<file path="config.mk">
export PLATFORM = sky130hd
export DESIGN_NAME = bcd_count2_scan
export DESIGN_NICKNAME = d
export VERILOG_FILES = /design/src/rtl/bcd_count2_scan.sv
export SDC_FILE = /design/constraint.sdc
export NUM_CORES = 1
export LEC_CHECK = 0
export BUFFER_PORTS_ARGS = -buffer_cell sky130_fd_sc_hd__buf_2
export CAP_MARGIN = 25
export CORE_AREA = 5 5 63 76
export CTS_CLUSTER_SIZE = 30
export DETAILED_ROUTE_END_ITERATION = 16
export DIE_AREA = 0 0 68 81
export MAX_ROUTING_LAYER = met4
export PLACE_DENSITY = 0.78
export RECOVER_POWER = 100
export SLEW_MARGIN = 10
export SYNTH_ARGS = -nofsm -noshare
export SYNTH_HDL_FRONTEND = slang
export SYNTH_SLANG_ARGS = --single-unit
</file>
<file path="constraint.sdc">
create_clock -name clk -period 2 [get_ports clk]
set_input_delay 0.5 -clock clk [delete_from_list [all_inputs] [get_ports clk]]
set_output_delay 0.5 -clock clk [all_outputs]
set_load 0.005 [all_outputs]
</file>
<file path="src/rtl/bcd_count2_scan.sv">
// -----------------------------------------------------------------------------
// bcd_count2_scan
//
// Two-digit BCD up/down counter with a multiplexed, common-anode
// seven-segment driver. The slow enable pulse train from the upstream
// divider arrives on tick_in as a level in the clk domain. Each rising
// edge of tick_in is one count step. The count wraps 99 -> 00 going up
// and 00 -> 99 going down. A wrapping step raises tc for exactly one cycle.
//
// Parameters
//   SCAN_DIV   clk cycles each digit is driven before the scan moves on
//              (legal range 2 .. 2**20)
//
// Ports
//   clk        system clock
//   clr        asynchronous active-high reset, clears every register
//   tick_in    divider output, sampled as a level and edge-detected here
//   en         count enable; tick edges are ignored while low
//   up_dn      direction: 1 = count up, 0 = count down
//   load       synchronous load strobe, has priority over counting
//   load_val   BCD load value, [7:4] tens and [3:0] ones; each nibble above 9
//              is clamped to 9
//   ones       registered BCD ones digit
//   tens       registered BCD tens digit
//   tc         registered one-cycle terminal-count pulse
//   an         active-low digit anodes: an[0] drives ones, an[1] drives tens
//   seg        active-low segments, seg[0] = a ... seg[6] = g
// -----------------------------------------------------------------------------
module bcd_count2_scan #(
  parameter int SCAN_DIV = 50000
) (
  input  logic       clk,
  input  logic       clr,
  input  logic       tick_in,
  input  logic       en,
  input  logic       up_dn,
  input  logic       load,
  input  logic [7:0] load_val,
  output logic [3:0] ones,
  output logic [3:0] tens,
  output logic       tc,
  output logic [1:0] an,
  output logic [6:0] seg
);

  // Last value of the scan counter before it wraps and the digit slot
  // changes.
  localparam logic [19:0] SCAN_LAST = 20'(SCAN_DIV - 1);

  // ---------------------------------------------------------------------------
  // Tick edge detection
  // ---------------------------------------------------------------------------
  logic tick_d;
  logic evt;

  // tick_d resets low. If tick_in is already high when clr falls, the first
  // edge after reset therefore counts as an event.
  assign evt = tick_in & ~tick_d;

  always_ff @(posedge clk or posedge clr) begin
    if (clr) begin
      tick_d <= 1'b0;
    end else begin
      tick_d <= tick_in;
    end
  end

  // ---------------------------------------------------------------------------
  // Counter next-state logic
  // ---------------------------------------------------------------------------
  logic [3:0] ones_next;
  logic [3:0] tens_next;
  logic       tc_next;

  // Keep a loaded digit inside 0..9 so that the count logic never sees a
  // non-BCD code.
  function automatic logic [3:0] clamp9(input logic [3:0] v);
    return (v > 4'd9) ? 4'd9 : v;
  endfunction

  always_comb begin
    ones_next = ones;
    tens_next = tens;
    tc_next   = 1'b0;

    if (load) begin
      // A load in the same cycle as a tick edge wins, and that edge is lost.
      ones_next = clamp9(load_val[3:0]);
      tens_next = clamp9(load_val[7:4]);
    end else if (en && evt) begin
      if (up_dn) begin
        if (ones < 4'd9) begin
          ones_next = ones + 4'd1;
        end else begin
          ones_next = 4'd0;
          if (tens < 4'd9) begin
            tens_next = tens + 4'd1;
          end else begin
            tens_next = 4'd0;
            tc_next   = 1'b1;
          end
        end
      end else begin
        if (ones > 4'd0) begin
          ones_next = ones - 4'd1;
        end else begin
          ones_next = 4'd9;
          if (tens > 4'd0) begin
            tens_next = tens - 4'd1;
          end else begin
            tens_next = 4'd9;
            tc_next   = 1'b1;
          end
        end
      end
    end
  end

  always_ff @(posedge clk or posedge clr) begin
    if (clr) begin
      ones <= 4'd0;
      tens <= 4'd0;
      tc   <= 1'b0;
    end else begin
      ones <= ones_next;
      tens <= tens_next;
      tc   <= tc_next;
    end
  end

  // ---------------------------------------------------------------------------
  // Display scan: each digit slot lasts SCAN_DIV cycles. The scan runs
  // independently of the enable and load inputs.
  // ---------------------------------------------------------------------------
  logic [19:0] scan_cnt;
  logic        sel;

  always_ff @(posedge clk or posedge clr) begin
    if (clr) begin
      scan_cnt <= 20'd0;
      sel      <= 1'b0;
    end else if (scan_cnt == SCAN_LAST) begin
      scan_cnt <= 20'd0;
      sel      <= ~sel;
    end else begin
      scan_cnt <= scan_cnt + 20'd1;
    end
  end

  assign an = sel ? 2'b01 : 2'b10;

  // ---------------------------------------------------------------------------
  // Segment decode: both digits are decoded all the time, and sel chooses
  // between them. A digit change therefore shows on seg in the same cycle
  // as the register update.
  // ---------------------------------------------------------------------------
  logic [3:0] digit   [2];
  logic [6:0] seg_dig [2];

  assign digit[0] = ones;
  assign digit[1] = tens;

  generate
    for (genvar gi = 0; gi < 2; gi++) begin : g_dec
      always_comb begin
        case (digit[gi])
          4'd0:    seg_dig[gi] = 7'b1000000;
          4'd1:    seg_dig[gi] = 7'b1111001;
          4'd2:    seg_dig[gi] = 7'b0100100;
          4'd3:    seg_dig[gi] = 7'b0110000;
          4'd4:    seg_dig[gi] = 7'b0011001;
          4'd5:    seg_dig[gi] = 7'b0010010;
          4'd6:    seg_dig[gi] = 7'b0000010;
          4'd7:    seg_dig[gi] = 7'b1111000;
          4'd8:    seg_dig[gi] = 7'b0000000;
          4'd9:    seg_dig[gi] = 7'b0010000;
          default: seg_dig[gi] = 7'b1111111;  // blank; unreachable
        endcase
      end
    end
  endgenerate

  assign seg = seg_dig[sel];

endmodule

</file>
==> flow_summary.rst, run 1 <==
.. list-table::
   :header-rows: 1

   * - Metric
     - Value
   * - Final-layout fill cell count
     - 304
   * - Data arrival at the endpoint of the critical path
     - 1.64 ns
   * - Fraction of registers with async set or reset after synthesis
     - 100%
   * - Number of top-level design ports
     - 32
   * - Clock-pin slew on the worst setup and hold paths
     - 0.07 ns
   * - Highest routed metal layer
     - met4
   * - Slew headroom
     - 48.7%
   * - Initial antenna violation count
     - 0
   * - Post-Syn Area
     - 2180 µm²
   * - Flip-flop cell with the highest count after synthesis
     - dfrtp_1
   * - Critical-path maximum fanout
     - 8
   * - Post-route minimum period
     - 2.14 ns
   * - Buffer type at the clock tree root
     - clkbuf_8
   * - Placeable Area
     - 3910 µm²
   * - Clock tree from TritonCTS
     - built
   * - Die outline width
     - 68 µm
   * - Setup violations, final
     - 7
   * - Post-Syn Area per Cell
     - 8.84 µm²
   * - Die Footprint
     - 5510 µm²
   * - Via count
     - 2,145
   * - Number of hold violations in the final report
     - 0
   * - Switching power total
     - 581 µW
   * - Max Clk Rate
     - 0.467 GHz
   * - Combinational fraction of design power
     - 30.1%
   * - Cell Int Power
     - 1330 µW
   * - Hold depth
     - 1
   * - Skew-Pair Late Insertion Delay
     - 0.28 ns
   * - Global routing usage summed across all routing layers
     - 23.5%
   * - Count of unresolved DRC violations after routing
     - 0
   * - Count of hold buffers inserted by post-cts repair
     - 0
   * - Final weighted congestion in routability-driven placement
     - 0.942
   * - HPWL after detailed placement
     - 4.11 mm
   * - Total inserted antenna cells
     - 0
   * - Kind of path behind the tightest hold check
     - in2reg
   * - Sum of negative setup slack
     - -0.698 ns
   * - Status
     - finished with violations
   * - Kind of critical path
     - reg2out
   * - Total wire length
     - 5.85 mm
   * - M1 wire length
     - 2.39 mm
   * - Routed wl met3
     - 319 µm
   * - Post-route worst setup slack
     - -0.143 ns
   * - Element type at the critical path end
     - output port
   * - Number of buffers created by CTS
     - 5
   * - Share of post-route cells with drive strength above 1
     - 32.2%
   * - Count of antenna-violating nets left after detailed routing
     - 0
   * - IR drop worst, VDD
     - 0.466 mV
   * - Share of power burned in registers
     - 36.5%
   * - Final standard cell utilization of the core
     - 70.6%
   * - Logic depth of the worst register-to-register path
     - 7
   * - Number of warnings issued by yosys
     - 0
   * - Layout overhead on the synthesized area
     - 26.5%
   * - Sequential area share after synthesis
     - 35.5%
   * - Met2 Routed Length
     - 2.95 mm
   * - Pleak
     - 0.00121 µW
   * - Largest net degree at the start of global routing
     - 32
   * - Pin slew with the least headroom to its limit
     - 0.770 ns
   * - Average vias per placed instance
     - 6.09
   * - Violations in the final reports
     - setup timing
   * - First-pass GRT wire length
     - 9.58 mm
   * - H-tree level count
     - 2
   * - Syn_nets
     - 274
   * - Vias in the first global route
     - 2,093
   * - Effective utilization at floorplan
     - 55.8%
   * - GRT overflow
     - 0
   * - Sink count of the clock tree
     - 31
   * - CTS max path bufs
     - 2
   * - Core Rows
     - 25
   * - Average wire per cell in the routed design
     - 16.6 µm
   * - Setup repair after global routing missed its margin
     - true
   * - Data required time of the worst path
     - 1.50 ns
   * - Final Max Tran Viols
     - 0
   * - Count of mapped cells out of synthesis
     - 247
   * - Total power per unit cell area
     - 692 nW/µm²
   * - Number of unique standard cell types used by synthesis
     - 53
   * - Fraction of power spent switching nets
     - 30.4%
   * - Yosys reg bits
     - 31
   * - Max_cap viols
     - 0
   * - First-pass detailed-route iteration total
     - 5
   * - Iteration-0 DRC Markers
     - 166
   * - Count of input and output buffers
     - 31
   * - Crit share post-route
     - 107%
   * - Fin Clk Skew
     - 0.00406 ns
   * - Number of nets in the layout
     - 324
   * - Sort of element at the start of the critical path
     - register
   * - Number of flops mapped to enable cells by yosys
     - 0
   * - Power share of the clock group
     - 33.4%
   * - Vertical die dimension
     - 81 µm
==> power groups by stage <==
| stage | sequential [µW] | combinational [µW] | clock (µW) |
|---|---|---|---|
| detailed placement | 695 | 498 | 0 |
| floorplan | 687 | 313 | 0 |
| global placement | 694 | 492 | 0 |
| global route | 700 | 634 | 675 |
| finish | 697 | 576 | 638 |
| CTS | 689 | 532 | 653 |
==> critical path: stages (launching register included) <==
cell and delay (ns):
dfrtp_1 0.49, nor2b_2 0.21, a211o_1 0.26, a21o_1 0.16, o31ai_2 0.07, buf_2 0.17
==> layout by cell type, fill, tap and decap left out, types with 3 or more instances in the layout <==
cell type,netlist,layout
buf_2,1,29
dfrtp_1,31,28
nor2_1,22,22
buf_4,1,21
xnor2_1,15,15
nand2_1,14,12
a21oi_1,15,12
nor4_1,9,9
inv_1,12,8
nand3_1,7,7
nand4_1,7,7
o21ai_0,11,7
nor3_1,6,6
ha_2,0,6
clkbuf_8,0,6
xor2_1,5,5
a31oi_1,5,5
ha_1,13,5
nor3b_1,4,4
mux2i_1,4,4
nand2b_1,5,3
inv_2,0,3
a21oi_2,0,3
o21a_1,3,3
a211oi_1,3,3
o31ai_1,4,3
a221oi_1,3,3
clkbuf_1,9,3
dfrtp_2,0,3
==> per-stage QoR <==
step           hold WS [ns]  setup slack (ns)  instance area, µm²  cells  total power (µW)
2_1_floorplan         0.446            0.0922                2180    247              1000
3_3_place_gp          0.465             0.130                2500    339              1190
3_5_place_dp          0.472            0.0983                2500    339              1190
4_1_cts               0.298            -0.126                2680    349              1870
5_1_grt               0.370            -0.192                2760    352              2010
6_report              0.362            -0.143                2760    352              1910
==> worst paths after layout <==
kind / from / end / slack (ns)
worst max-delay path: tens[2]$_DFFE_PP0P_ / seg[6] / -0.14
worst min-delay path: tick_in / tick_d$_DFF_PP0_ / 0.36
worst max register to register: ones[0]$_DFFE_PP0P_ / ones[1]$_DFFE_PP0P_ / 0.14
worst min register to register: scan_cnt[19]$_DFF_PP0_ / scan_cnt[19]$_DFF_PP0_ / 0.48
max in group asynchronous: clr / ones[0]$_DFFE_PP0P_ / 1.04
min in group asynchronous: clr / tens[3]$_DFFE_PP0P_ / 0.43
==> registers in the layout (all words and copies together) (netlist names) <==
| name | flops |
|---|---|
| tick_d | 1 |
| scan_cnt | 20 |
| ones | 4 |
| tens | 4 |
| tc | 1 |
| sel | 1 |
==> metal layers <==
metal	vias up	track usage, %
met5	-	-
met1	1031	28.1
met4	0	12.1
met2	94	37.8
li1	1001	-
met3	19	3.46
==> timing repair <==
item / 4_1_cts / 5_1_grt
hold endpoints to repair: 0 / 0
setup endpoints to repair: 7 / 8
resized for setup: 23 / 16
buffers inserted: 2 / 3
pin swaps: 6 / 2
==> area by class of cell <==
type / count / area, µm² / share of cell area, %
multi-input combinational: 190 / 1400 / 50.8
sequential: 31 / 779 / 28.2
timing repair buffer: 56 / 342 / 12.4
clock buffer: 6 / 82.6 / 2.99
tap: 54 / 67.6 / 2.45
inverter: 13 / 51.3 / 1.86
clock inverter: 2 / 35.0 / 1.27
==> Yosys cell counts (2+ instances only) <==
| cell | n | area share (%) |
|---|---|---|
| nor2b_1 | 3 | 0.86 |
| nor3_1 | 6 | 1.4 |
| xor2_1 | 5 | 2.0 |
| a21o_1 | 2 | 0.69 |
| dfrtp_1 | 31 | 36 |
| mux2i_1 | 4 | 1.8 |
| a21oi_1 | 15 | 3.4 |
| nor2_1 | 22 | 3.8 |
| buf_1 | 2 | 0.34 |
| nand2b_1 | 5 | 1.4 |
| nand4_1 | 7 | 2.0 |
| nor3b_1 | 4 | 1.4 |
| inv_1 | 12 | 2.1 |
| a31oi_1 | 5 | 1.4 |
| and4_1 | 2 | 0.80 |
| nand3_1 | 7 | 1.6 |
| a221oi_1 | 3 | 1.2 |
| nand2_1 | 14 | 2.4 |
| o31ai_1 | 4 | 1.4 |
| nand3b_1 | 2 | 0.69 |
| nor4_1 | 9 | 2.6 |
| ha_1 | 13 | 7.5 |
| and3_1 | 2 | 0.57 |
| xnor2_1 | 15 | 6.0 |
| o21ai_0 | 11 | 2.5 |
| clkbuf_1 | 9 | 1.5 |
| a211oi_1 | 3 | 1.0 |
| a311oi_1 | 2 | 0.80 |
| a211o_1 | 2 | 0.80 |
| o21a_1 | 3 | 1.0 |
==> cells by family (layout without fill, tap and decap cells) <==
kind of cell / after synthesis / in the layout / share of synthesized area [%]
AND/OR/NAND/NOR: 93 / 93 / 24.1
AO/OA/AOI/OAI: 59 / 59 / 17.9
flip-flops: 31 / 31 / 35.5
buffers and inverters: 26 / 77 / 4.70
XOR/XNOR: 20 / 20 / 8.02
adder cells (fa/ha/maj): 13 / 13 / 7.45
multiplexers: 5 / 5 / 2.35
Power figures use the tool's default switching activity.
==> run 2: changes to the inputs <==
--- a/config.mk
+++ b/config.mk
@@ -5,14 +5,14 @@
 export SDC_FILE = /design/constraint.sdc
 export NUM_CORES = 1
 export LEC_CHECK = 0
-export BUFFER_PORTS_ARGS = -buffer_cell sky130_fd_sc_hd__buf_2
 export CAP_MARGIN = 25
-export CORE_AREA = 5 5 63 76
+export CORE_AREA = 5 5 62 75
 export CTS_CLUSTER_SIZE = 30
 export DETAILED_ROUTE_END_ITERATION = 16
-export DIE_AREA = 0 0 68 81
+export DIE_AREA = 0 0 67 80
+export DONT_BUFFER_PORTS = 1
 export MAX_ROUTING_LAYER = met4
-export PLACE_DENSITY = 0.78
+export PLACE_DENSITY = 0.73
 export RECOVER_POWER = 100
 export SLEW_MARGIN = 10
 export SYNTH_ARGS = -nofsm -noshare
==> run 2 against run 1 <==
- clock skew increased by 0.0019 ns
- clock-buffer cell count rose by 2
- the flow still finishes with violations (setup timing)
- critical path depth increased by 1
- combinational power rose by 7.8%
- sequential power about the same
- highest routed layer unchanged
- largest cell class unchanged
- register-to-register slack got worse by 0.02 ns
- critical endpoint is now seg[5]
==> flow_summary.rst, run 2 (synthesis gave the netlist of run 1 again) <==
.. list-table::
   :header-rows: 1

   * - Metric
     - Value
   * - Fraction of power spent switching nets
     - 32.4% (was 30.4%)
   * - HPWL after detailed placement
     - 3.77 mm (was 4.11 mm)
   * - Element type at the critical path end
     - output port (unchanged)
   * - Pleak
     - 0.00111 µW (was 0.00121 µW)
   * - Share of power burned in registers
     - 37.4% (was 36.5%)
   * - Effective utilization at floorplan
     - 56.7% (was 55.8%)
   * - Count of antenna-violating nets left after detailed routing
     - 0 (unchanged)
   * - Placeable Area
     - 3850 µm² (was 3910 µm²)
   * - Crit share post-route
     - 105% (was 107%)
   * - Post-route minimum period
     - 2.09 ns (was 2.14 ns)
   * - Sink count of the clock tree
     - 31 (unchanged)
   * - Core Rows
     - 25 (unchanged)
   * - Sum of negative setup slack
     - -0.262 ns (was -0.698 ns)
   * - Average wire per cell in the routed design
     - 18.9 µm (was 16.6 µm)
   * - Die outline width
     - 67 µm (was 68 µm)
   * - Share of post-route cells with drive strength above 1
     - 29.9% (was 32.2%)
   * - Number of hold violations in the final report
     - 0 (unchanged)
   * - Vias in the first global route
     - 1,982 (was 2,093)
   * - Data required time of the worst path
     - 1.50 ns (about the same)
   * - Number of nets in the layout
     - 297 (was 324)
   * - Die Footprint
     - 5360 µm² (was 5510 µm²)
   * - Buffer type at the clock tree root
     - clkbuf_8 (unchanged)
   * - Final weighted congestion in routability-driven placement
     - 0.908 (was 0.942)
   * - Max Clk Rate
     - 0.478 GHz (was 0.467 GHz)
   * - Setup repair after global routing missed its margin
     - true (unchanged)
   * - Total wire length
     - 6.13 mm (was 5.85 mm)
   * - Setup violations, final
     - 6 (was 7)
   * - Count of input and output buffers
     - 0 (was 31)
   * - Top reg by flops
     - scan_cnt (unchanged)
   * - Crit-path slowest cell
     - dfrtp_2 (was dfrtp_1)
   * - Number of top-level design ports
     - 32 (unchanged)
   * - Cell Int Power
     - 1270 µW (was 1330 µW)
   * - Final-layout fill cell count
     - 280 (was 304)
   * - Crit-path cells
     - buf_4, ha_4, nand2b_4, a21oi_2, o21ai_1, o21a_1 (was nor2b_2, a211o_1, a21o_1, o31ai_2, buf_2)
   * - Final standard cell utilization of the core
     - 70.7% (was 70.6%)
   * - Power share of the clock group
     - 29.5% (was 33.4%)
   * - Violations in the final reports
     - setup timing (unchanged)
   * - First-pass detailed-route iteration total
     - 4 (was 5)
   * - Initial antenna violation count
     - 0 (unchanged)
   * - Total power per unit cell area
     - 690 nW/µm² (was 692 nW/µm²)
   * - Final Max Tran Viols
     - 0 (unchanged)
   * - Biggest regs
     - scan_cnt: 20 flops, ones: 4 flops, tens: 4 flops (unchanged)
   * - Sort of element at the start of the critical path
     - register (unchanged)
   * - Final worst hold slack
     - 0.244 ns (was 0.362 ns)
   * - Max FFs per register
     - 20 (unchanged)
   * - Average vias per placed instance
     - 6.32 (was 6.09)
   * - Bufs and invs on worst path
     - 1 (unchanged)
   * - Pin slew with the least headroom to its limit
     - 0.816 ns (was 0.770 ns)
   * - Clock-pin slew on the worst setup and hold paths
     - 0.07 ns (about the same)
   * - Via count
     - 2,055 (was 2,145)
   * - First-pass GRT wire length
     - 9.08 mm (was 9.58 mm)
   * - Leading cell types in the layout, fill and taps excluded
     - buf_4, dfrtp_1, nor2_1 (was buf_2, dfrtp_1, nor2_1)
   * - Data arrival at the endpoint of the critical path
     - 1.59 ns (was 1.64 ns)
   * - Critical-path maximum fanout
     - 4 (was 8)
   * - Post-route worst setup slack
     - -0.0925 ns (was -0.143 ns)
   * - Largest net degree at the start of global routing
     - 32 (unchanged)
   * - Count of unresolved DRC violations after routing
     - 0 (unchanged)
   * - Global routing usage summed across all routing layers
     - 22.8% (was 23.5%)
   * - Clock tree from TritonCTS
     - built (unchanged)
   * - Vertical die dimension
     - 80 µm (was 81 µm)
   * - Skew-Pair Late Insertion Delay
     - 0.28 ns (about the same)
   * - H-tree level count
     - 2 (unchanged)
   * - Delay contributed by the slowest stage of the critical path
     - 0.46 ns (was 0.49 ns)
   * - GRT overflow
     - 0 (unchanged)
   * - CTS max path bufs
     - 2 (unchanged)
   * - Cell type group with the largest total delay on the critical path
     - flip-flops (was compound AO/OA/AOI/OAI gates)
   * - Placed cell areas
     - 2300 µm² (was 2500 µm²)
   * - Combinational fraction of design power
     - 33.1% (was 30.1%)
   * - Switching power total
     - 607 µW (was 581 µW)
   * - Iteration-0 DRC Markers
     - 163 (was 166)
   * - Max_cap viols
     - 0 (unchanged)
   * - Finished layout cell area
     - 2720 µm² (was 2760 µm²)
   * - Layout overhead on the synthesized area
     - 24.5% (was 26.5%)
   * - Total inserted antenna cells
     - 0 (unchanged)
   * - Status
     - finished with violations (unchanged)
   * - Kind of critical path
     - reg2out (unchanged)
   * - Kind of path behind the tightest hold check
     - in2reg (unchanged)
   * - IR drop worst, VDD
     - 0.434 mV (was 0.466 mV)
   * - Count of hold buffers inserted by post-cts repair
     - 0 (unchanged)
   * - Slew headroom
     - 45.6% (was 48.7%)
   * - Fin Clk Skew
     - 0.00597 ns (was 0.00406 ns)
   * - Most common library cell in the layout ignoring fill and taps
     - buf_4 (was buf_2)
   * - Number of buffers created by CTS
     - 5 (unchanged)
-- run 2: cell count changes in the layout (fill, tap and decap cells not counted), sizes merged --
cell	change
buf	-24
bufinv	-1
clkbuf	-1
inv	-1
-- run 2: path summary, 6_finish.rpt --
path | start | end | slack [ns] | depth (start not counted)
hold / removal | tick_in | tick_d$_DFF_PP0_ | 0.24 | 0
hold reg to reg | scan_cnt[19]$_DFF_PP0_ | scan_cnt[19]$_DFF_PP0_ | 0.47 | 1
max in group asynchronous | clr | tens[2]$_DFFE_PP0P_ | 1.10 | 2
min in group asynchronous | clr | scan_cnt[15]$_DFF_PP0_ | 0.34 | 2
setup / recovery | ones[0]$_DFFE_PP0P_ | seg[5] | -0.09 | 6
setup reg to reg | tens[0]$_DFFE_PP0P_ | tens[2]$_DFFE_PP0P_ | 0.12 | 6
-- run 2: layout make-up --
cell class                 instances  area [µm²]  area share [%]
clock buffer                       8         100            3.68
multi-input combinational        190        1490            54.7
sequential                        31         783            28.8
tap                               54        67.6            2.49
inverter                          13        58.8            2.16
timing repair buffer              29         223            8.19
-- run 2: power groups by stage --
stage          clock network (µW)  logic, µW  registers [µW]
6_report                      554        621             700
5_1_grt                       597        667             706
4_1_cts                       560        496             690
3_5_place_dp                    0        409             706
3_3_place_gp                    0        405             705
2_1_floorplan                   0        313             687
-- run 2: metal layers --
metal / global-route usage (%) / vias up / wire length [µm]
met1: 26.0 / 978 / 2400
met2: 37.7 / 108 / 3180
li1: - / 947 / -
met5: - / - / 0
met3: 5.21 / 22 / 375
met4: 9.94 / 0 / 174
-- run 2: metrics by stage --
stage / setup WS [ns] / power [µW] / std cells
final: -0.0925 / 1880 / 325
after global routing: -0.136 / 1970 / 325
after CTS: -0.0614 / 1750 / 320
after detailed placement: 0.142 / 1120 / 302
after global placement: 0.159 / 1110 / 302
after floorplan: 0.0922 / 1000 / 247
-- run 2: what timing repair did --
action                                  in CTS  in global routing
resized for setup                           22                 35
setup buffers                               10                  5
pin swaps                                    4                 10
endpoints found under the setup margin       7                  7
